===== src/rtl/cop_pkg.sv =====
// Shared definitions for the PCPI-to-coprocessor bridge: custom opcodes,
// FSM state encoding and the opcode decode helper.
package cop_pkg;

  localparam logic [6:0] CUSTOM_0 = 7'h0B;
  localparam logic [6:0] CUSTOM_1 = 7'h2B;
  localparam logic [6:0] CUSTOM_2 = 7'h5B;
  localparam logic [6:0] CUSTOM_3 = 7'h7B;

  typedef enum logic [2:0] {
    ST_IDLE    = 3'd0,
    ST_EXEC    = 3'd1,
    ST_RESP    = 3'd2,
    ST_RELEASE = 3'd3,
    ST_NACK    = 3'd4
  } state_t;

  function automatic logic is_custom(input logic [6:0] opcode);
    return (opcode == CUSTOM_0) || (opcode == CUSTOM_1) ||
           (opcode == CUSTOM_2) || (opcode == CUSTOM_3);
  endfunction

endpackage


===== src/rtl/cop_pcpi_bridge.sv =====
// Registers PCPI requests for the combinational coprocessor, runs its
// valid/rdywr handshake and returns the result as a one-cycle ready pulse.
module cop_pcpi_bridge
  import cop_pkg::*;
#(
  parameter int TIMEOUT = 8
) (
  input  logic        cop_clk,
  input  logic        cop_rst,
  input  logic        pcpi_valid,
  input  logic [31:0] pcpi_insn,
  input  logic [31:0] pcpi_rs1,
  input  logic [31:0] pcpi_rs2,
  output logic        pcpi_wr,
  output logic [31:0] pcpi_rd,
  output logic        pcpi_wait,
  output logic        pcpi_ready,
  output logic        cop_valid,
  output logic        cop_rdywr,
  input  logic        cop_ready,
  input  logic        cop_wait,
  input  logic        cop_wr,
  output logic [31:0] cop_insn,
  output logic [31:0] cop_rs1,
  output logic [31:0] cop_rs2,
  input  logic [31:0] cop_rd
);

  localparam int TW = $clog2(TIMEOUT + 1);
  localparam logic [TW-1:0] TIMER_MAX = TW'(TIMEOUT);

  state_t        state_reg, state_next;
  logic [TW-1:0] timer_reg, timer_next;
  logic [31:0]   insn_reg, rs1_reg, rs2_reg, result_reg;
  logic          capture, load_result;

  always_comb begin
    state_next  = state_reg;
    timer_next  = timer_reg;
    capture     = 1'b0;
    load_result = 1'b0;
    case (state_reg)
      ST_IDLE: begin
        if (pcpi_valid && is_custom(pcpi_insn[6:0])) begin
          capture    = 1'b1;
          timer_next = '0;
          state_next = ST_EXEC;
        end
      end
      ST_EXEC: begin
        if (!pcpi_valid) begin
          state_next = ST_IDLE;
        end else if (cop_wr && cop_ready) begin
          load_result = 1'b1;
          state_next  = ST_RESP;
        end else if (cop_wait) begin
          // Saturating count so the timer can never wrap back below TIMEOUT.
          if (timer_reg != TIMER_MAX) timer_next = timer_reg + 1'b1;
          if (timer_next == TIMER_MAX) state_next = ST_NACK;
        end else if (!cop_wr) begin
          state_next = ST_NACK;
        end
        // cop_wr with cop_ready low is a stall: hold state and timer.
      end
      ST_RESP: state_next = ST_RELEASE;
      ST_RELEASE, ST_NACK: begin
        // Wait for the core to drop its request so it is not re-issued.
        if (!pcpi_valid) state_next = ST_IDLE;
      end
      default: state_next = ST_IDLE;
    endcase
  end

  always_ff @(posedge cop_clk) begin
    if (cop_rst) begin
      state_reg  <= ST_IDLE;
      timer_reg  <= '0;
      insn_reg   <= '0;
      rs1_reg    <= '0;
      rs2_reg    <= '0;
      result_reg <= '0;
    end else begin
      state_reg <= state_next;
      timer_reg <= timer_next;
      if (capture) begin
        insn_reg <= pcpi_insn;
        rs1_reg  <= pcpi_rs1;
        rs2_reg  <= pcpi_rs2;
      end
      if (load_result) result_reg <= cop_rd;
    end
  end

  assign cop_valid  = (state_reg == ST_EXEC);
  assign cop_rdywr  = (state_reg == ST_EXEC);
  assign pcpi_wait  = (state_reg == ST_EXEC);
  assign pcpi_ready = (state_reg == ST_RESP);
  assign pcpi_wr    = (state_reg == ST_RESP);
  assign pcpi_rd    = (state_reg == ST_RESP) ? result_reg : 32'd0;
  assign cop_insn   = insn_reg;
  assign cop_rs1    = rs1_reg;
  assign cop_rs2    = rs2_reg;

endmodule


===== config.mk =====
export PLATFORM = sky130hd
export DESIGN_NAME = cop_pcpi_bridge
export DESIGN_NICKNAME = d
export VERILOG_FILES = /design/src/rtl/cop_pkg.sv /design/src/rtl/cop_pcpi_bridge.sv
export SDC_FILE = /design/constraint.sdc
export NUM_CORES = 1
export LEC_CHECK = 0
export CAP_MARGIN = 20
export CORE_AREA = 2 2 125 127
export DETAILED_ROUTE_END_ITERATION = 10
export DIE_AREA = 0 0 127 129
export GPL_ROUTABILITY_DRIVEN = 0
export PLACE_DENSITY_LB_ADDON = 0.25
export SYNTH_ARGS = -nofsm -noshare
export SYNTH_HDL_FRONTEND = slang
export SYNTH_SLANG_ARGS = --single-unit

===== constraint.sdc =====
create_clock -name cop_clk -period 1.9 [get_ports cop_clk]
set_clock_uncertainty 0.1 [all_clocks]
set_input_delay 0.38 -clock cop_clk [delete_from_list [all_inputs] [get_ports cop_clk]]
set_output_delay 0.38 -clock cop_clk [all_outputs]
set_load 0.005 [all_outputs]

==> impl_results.md, run 1 <==
* Final wirelength at 15.88 mm
* Die area at about 16,000 um2
* Max VDD drop at slightly above 0.0005 V
* Fillers at around 1,300
* Max cap viols at 0
* Placed instance count at approximately 1,100
* Setup Total Neg Slack at -3.075 ns
* Dpl ws at -0.3804 ns
* Final ANT Viol Nets at 0
* Fin worst setup slack at -0.1278 ns
* Slowest cell on crit path: dfxtp_2
* CTS Buffer Depth at 2
* CP cell instances: nor3b_4 -> buf_6 -> buf_16 -> buf_8 -> and2_4 -> buf_6
* Clock-pin slew on the worst setup and hold paths at about 0.06 ns
* Synth Cell Area at 5141 um2
* H-tree lvl count at 4
* Clock Latency Late Sink at 0.41 ns
* Iter 0 DRT Violations at about 190
* Yosys top cell by area: dfxtp_1
* Design Area, Final at just over 9000 um2
* Vias in the first global route at 5,008
* Final Hold Viols at 0
* Period minus WS final at between 2 and 2.5 ns
* TritonCTS buffer count at 17
* Share of cells above drive strength 1 at 0.1723
* Via density per instance at between 4 and 5
* Diode count at 0
* Initial Util at 0.3433
* Avg Synthesized Cell Area at 7.873 um2
* Number of port buffers at 266
* WP data required at 1.42 ns
* Nets@finish at 1,069
* Leading post-synthesis cells by cell area: dfxtp_1, nand2_1, a21oi_1
* Non-Filler Instances at 1,134
* WL per Instance at ~14 um
* Distinct cells, synth at 38
* Grt ovf at 0
* Max Transition Viols Final at 0
* CP arrival at about 1.6 ns
* Worst-margin pin slew at 0.3394 ns
* Setup CP Type: register to output port
* Crit path launch type: register
* Setup violators final at 33
* Final period util at 1.067
* Vias at approximately 5,200
* Crit path top cell by count: buf_6
* IO Pins at 267
* Max_slew headroom at 0.7737
* Violated checks: setup timing
* PwrDens at roughly 750 nW/um2
* Post-synthesis sequential area ratio at 0.5257
* CP peak stage delay at ~0.33 ns
* # rows at 45
* TritonRoute pass-1 iters at 6
* RSZ-0062 raised after global routing: true
* Critical Path Fanout Max at 7
* Top-area cell type share of the netlist area at 0.5257
* CTS tree: built
* Core box area at 14,980 um2
* Synth Instances at 653
* Kind of end point of the critical path: output port
* Lkg Pwr at 3.288 nW
* Die height at 129 um
* Worst hold margin at 0.2638 ns
* Largest net degree at the start of global routing at 39
* Die width at 127 um
* Worst Hold Class: input port to register
* DR DRC count at 0
* Clk sink count at 135
* DP Area at 8230 um2
* Initial antenna violation count at 0
* Root buffer cell: clkbuf_16
* Detailed placement HPWL at 10.84 mm
* Core Util, Final at 0.6091
* CTS Hold Bufs at 0
* Power after layout at around 7 mW
* Seq cells post-synth at 135
* Area Overhead vs Synth at 77.44%
* Gr usage total at 0.1919
* Synth warn at 0
* Syn_nets at slightly below 800
* Highest Clock Rate at 0.4931 GHz
* Status: complete, but fails checks
* First-pass GRT wire length at roughly 25 mm
[cells in the mapped netlist, drive strengths merged]
| cell | instances |
|---|---|
| nand3b | 1 |
| a22oi | 1 |
| inv | 4 |
| a22o | 1 |
| nor4b | 1 |
| a2111oi | 1 |
| a31oi | 1 |
| nand3 | 5 |
| clkbuf | 28 |
| a21oi | 129 |
| nor3b | 2 |
| mux2i | 1 |
| ha | 2 |
| nand4b | 1 |
| and2 | 32 |
| or3 | 2 |
| o22ai | 1 |
| mux2 | 1 |
| nor2b | 3 |
| and4 | 1 |
| o2111ai | 1 |
| nor3 | 2 |
| xnor2 | 3 |
| buf | 23 |
| nand2 | 252 |
| o221a | 1 |
| o211ai | 1 |
| dfxtp | 135 |
| and3 | 1 |
| nand4 | 4 |
| nand2b | 2 |
| and4b | 1 |
| nor2 | 9 |
[logic make-up (layout without fill, tap and decap cells)]
logic type / after synthesis / in the layout / synth area share
XOR/XNOR: 3 / 3 / 0.005112
buffers and inverters: 55 / 348 / 0.05257
AO/OA/AOI/OAI: 137 / 137 / 0.1404
adder cells (fa/ha/maj): 2 / 2 / 0.004867
AND/OR/NAND/NOR: 319 / 319 / 0.2665
multiplexers: 2 / 2 / 0.004867
flip-flops: 135 / 135 / 0.5257
[path summary, 6_finish.rpt]
path | startpoint | endpoint | slack (ns) | depth (start not counted)
worst min register to register | cop_rs1[3] | cop_rs1[3] | 0.35 | 2
worst max-delay path | state_reg[2] | pcpi_rd[9] | -0.13 | 6
worst min-delay path | cop_rst | cop_rs1[26] | 0.26 | 2
worst max register to register | timer_reg[1] | state_reg[0] | -0.06 | 7
[layer usage]
layer | vias to the layer above | part of all wire | global-route usage
met5 | - | 0 | 0
met4 | 0 | 0.018 | 0.07628
met3 | 22 | 0.069 | 0.06778
met2 | 153 | 0.50 | 0.3264
met1 | 2381 | 0.41 | 0.2221
li1 | 2679 | - | -
[layout make-up]
cell class                 count  area, um2  share of cell area
tap                          188      235.2             0.02579
sequential                   135       2714              0.2975
clock buffer                  18      439.2             0.04814
inverter                       4      15.01            0.001646
clock inverter                14      197.7             0.02167
timing repair buffer         312       3198              0.3506
multi-input combinational    463       2323              0.2547
[report_power, final]
part,switching (mW),internal [mW]
Sequential,0.0104,2.85
Combinational,0.163,0.339
Clock,1.28,2.24
Total,1.45,5.43
[placed cells by master, fill, tap and decap left out, types with 3 or more instances in the layout]
cell | netlist | routed
a21oi_1 | 129 | 128
clkbuf_2 | 0 | 3
dfxtp_1 | 135 | 130
buf_4 | 14 | 24
bufinv_16 | 0 | 4
xnor2_1 | 3 | 3
and2_4 | 0 | 22
inv_6 | 0 | 3
nand3_1 | 5 | 4
buf_6 | 0 | 28
clkdlybuf4s50_1 | 0 | 228
clkbuf_16 | 0 | 17
buf_2 | 9 | 12
nor2_1 | 8 | 8
nand2_1 | 251 | 250
dfxtp_2 | 0 | 3
clkinvlp_4 | 0 | 5
nand4_1 | 4 | 4
and2_1 | 32 | 10
buf_12 | 0 | 13
[critical path: cells and delay by family (launching register included)]
kind	cells	cell delay, ns
flip-flops	1	0.33
buffers and inverters	4	0.45
AND/OR/NAND/NOR	2	0.34
[what timing repair did]
item	CTS	global route
setup buffers	9	6
resized for setup	190	25
pin swaps	36	6
cloned	3	0
endpoints found under the setup margin	39	124
No activity file was read; power rests on OpenSTA's default activity.
==> run 2, diff against run 1 <==
--- a/config.mk
+++ b/config.mk
@@ -6,9 +6,9 @@
 export NUM_CORES = 1
 export LEC_CHECK = 0
 export CAP_MARGIN = 20
-export CORE_AREA = 2 2 125 127
+export CORE_AREA = 2 2 123 125
 export DETAILED_ROUTE_END_ITERATION = 10
-export DIE_AREA = 0 0 127 129
+export DIE_AREA = 0 0 125 127
 export GPL_ROUTABILITY_DRIVEN = 0
 export PLACE_DENSITY_LB_ADDON = 0.25
 export SYNTH_ARGS = -nofsm -noshare
==> run 2 against run 1 <==
The run still ends with setup timing left. Combinational power about the same. Via count hardly changed. Register-to-register slack about the same. Die area decreased by 3.1%. First-iteration DRC count is 46% higher. Critical path type unchanged.
==> impl_results.md, run 2 (synthesis results as in run 1) <==
* Worst hold margin at 0.2509 ns
* H-tree lvl count at 4
* R2r setup slk at -0.06 ns
* WL per Instance at 14.37 um
* Initial Util at 0.3564
* Worst-margin pin slew at 0.3456 ns
* Worst Hold Class: input port to register
* Highest Clock Rate at roughly 0.48 GHz
* Final wirelength at 16.26 mm
* CP peak stage delay at 0.33 ns
* Core box area at 14,420 um2
* Final Hold Viols at 0
* DR DRC count at 0
* Largest net degree at the start of global routing at 64
* Crit path launch type: register
* Share of cells above drive strength 1 at 0.1561
* Worst Hold Launch: cop_rst
* Period minus WS final at 2.078 ns
* Max VDD drop at 0.0004839 V
* Violated checks: setup timing
* CTS Buffer Depth at 2
* Clock Latency Late Sink at just over 0.4 ns
* Die area at around 16,000 um2
* CP cell instances: nor3b_4 -> buf_6 -> buf_16 -> buf_6 -> buf_6 -> and2_4 -> buf_6
* Most common cell after layout, fill and taps aside: nand2_1
* WP data required at roughly 1.4 ns
* Initial antenna violation count at 0
* Final period util at 1.094
* Fin worst setup slack at -0.1777 ns
* Detailed placement HPWL at 10.87 mm
* Fillers at 1,314
* DP Area at approximately 8000 um2
* Lkg Pwr at about 3.2 nW
* First-pass GRT wire length at 25.98 mm
* Worst reg2reg path depth at 7
* CP startpoint: state_reg[0]
* Iter 0 DRT Violations at 273
* Clock-pin slew on the worst setup and hold paths at 0.06 ns
* TritonRoute pass-1 iters at 5
* PwrDens at around 750 nW/um2
* Placed instance count at 1,081
* Max Transition Viols Final at 0
* RSZ-0062 raised after global routing: true
* Via density per instance at 4.625
* Dpl ws at -0.3849 ns
* Root buffer cell: clkbuf_16
* CTS tree: built
* Final ANT Viol Nets at 0
* Gr usage total at 0.2040
* Core Util, Final at 0.6219
* Nets@finish at 1,071
* # rows at 44
* Non-Filler Instances at 1,132
* Vias at 5,236
* Slowest cell on crit path: dfxtp_2
* TritonCTS buffer count at 17
* Setup violators final at 37
* Area Overhead vs Synth at 74.47%
* RR Endpoint: state_reg[0]
* IO Pins at ~270
* Die height at about 130 um
* Design Area, Final at 8970 um2
* Crit path top cell by count: buf_6
* Max cap viols at 0
* Die width at approximately 130 um
* Hold depth at 2
* Setup CP Type: register to output port
* Setup Total Neg Slack at -3.269 ns
* Most frequent cells in the layout: nand2_1, clkdlybuf4s50_1, dfxtp_1
* Clk sink count at 135
* R2R Path Start: timer_reg[0]
* Max_slew headroom at 0.7680
* Diode count at 0
* Power after layout at 6.689 mW
* Status: complete, but fails checks
* Grt ovf at 0
* Number of port buffers at roughly 270
* Kind of end point of the critical path: output port
* Critical Path Fanout Max at 5
* Vias in the first global route at between 5,000 and 6,000
* Hold Crit Endpoint: cop_insn[6]
* CP arrival at 1.60 ns
==> run 2: cell count changes in the layout (fill, tap and decap cells not counted), sizes merged <==
cell / change
inv: -2
clkbuf: -2
clkdlybuf4s15: +6
clkinv: +3
clkinvlp: -1
bufinv: -1
buf: -1
==> run 2: area by class of cell <==
class                   count  area (um2)  share of cell area
clock buffers              19       442.9             0.04938
repair buffers            314        3120              0.3479
multi-input cells         463        2288              0.2551
clock inverters            13       153.9             0.01716
well taps                 184       230.2             0.02567
inverters                   4       17.52            0.001953
flip-flops and latches    135        2716              0.3028
==> run 2: critical path, delay by kind of cell (launching register included) <==
kind / cells / cell delay [ns]
buffers and inverters: 5 / 0.52
and+or+nand+nor: 2 / 0.34
DFF: 1 / 0.33
==> run 2: routing by layer <==
layer  global-route usage  routed length (um)  vias to the layer above
li1                     -                   -                     2675
met1               0.2225                6414                     2377
met2               0.3558                8263                      165
met3              0.08961                1337                       19
met4              0.06928                 248                        0
met5                    0                   0                        -
==> run 2: power by group <==
group,switching (mW),internal (mW)
Clock,1.24,2.09
Sequential,0.0103,2.85
Combinational,0.166,0.339
Total,1.41,5.28
==> run 2: what timing repair did <==
| action | 4_1_cts | 5_1_grt |
|---|---|---|
| hold buffers | 0 | 0 |
| buffers inserted | 14 | 7 |
| resized for setup | 159 | 31 |
| endpoints found under the setup margin | 39 | 138 |
| gates cloned | 2 | 0 |
| pin swaps | 10 | 10 |
==> run 2: how the worst max path moves through the flow <==
stage,depth (start not counted),slack [ns],end
floorplan,7,-0.04,state_reg[0]
global placement,6,-0.37,state_reg[0]
detailed placement,6,-0.38,state_reg[0]
CTS,7,-0.21,pcpi_rd[26]
global route,5,-0.28,pcpi_rd[28]
finish,7,-0.18,pcpi_rd[26]
==> run 3, diff against run 2 <==
--- a/config.mk
+++ b/config.mk
@@ -9,7 +9,6 @@
 export CORE_AREA = 2 2 123 125
 export DETAILED_ROUTE_END_ITERATION = 10
 export DIE_AREA = 0 0 125 127
-export GPL_ROUTABILITY_DRIVEN = 0
 export PLACE_DENSITY_LB_ADDON = 0.25
 export SYNTH_ARGS = -nofsm -noshare
 export SYNTH_HDL_FRONTEND = slang
==> results of run 3 <==
Final layout, timing and power as in run 2 (identical DEF).
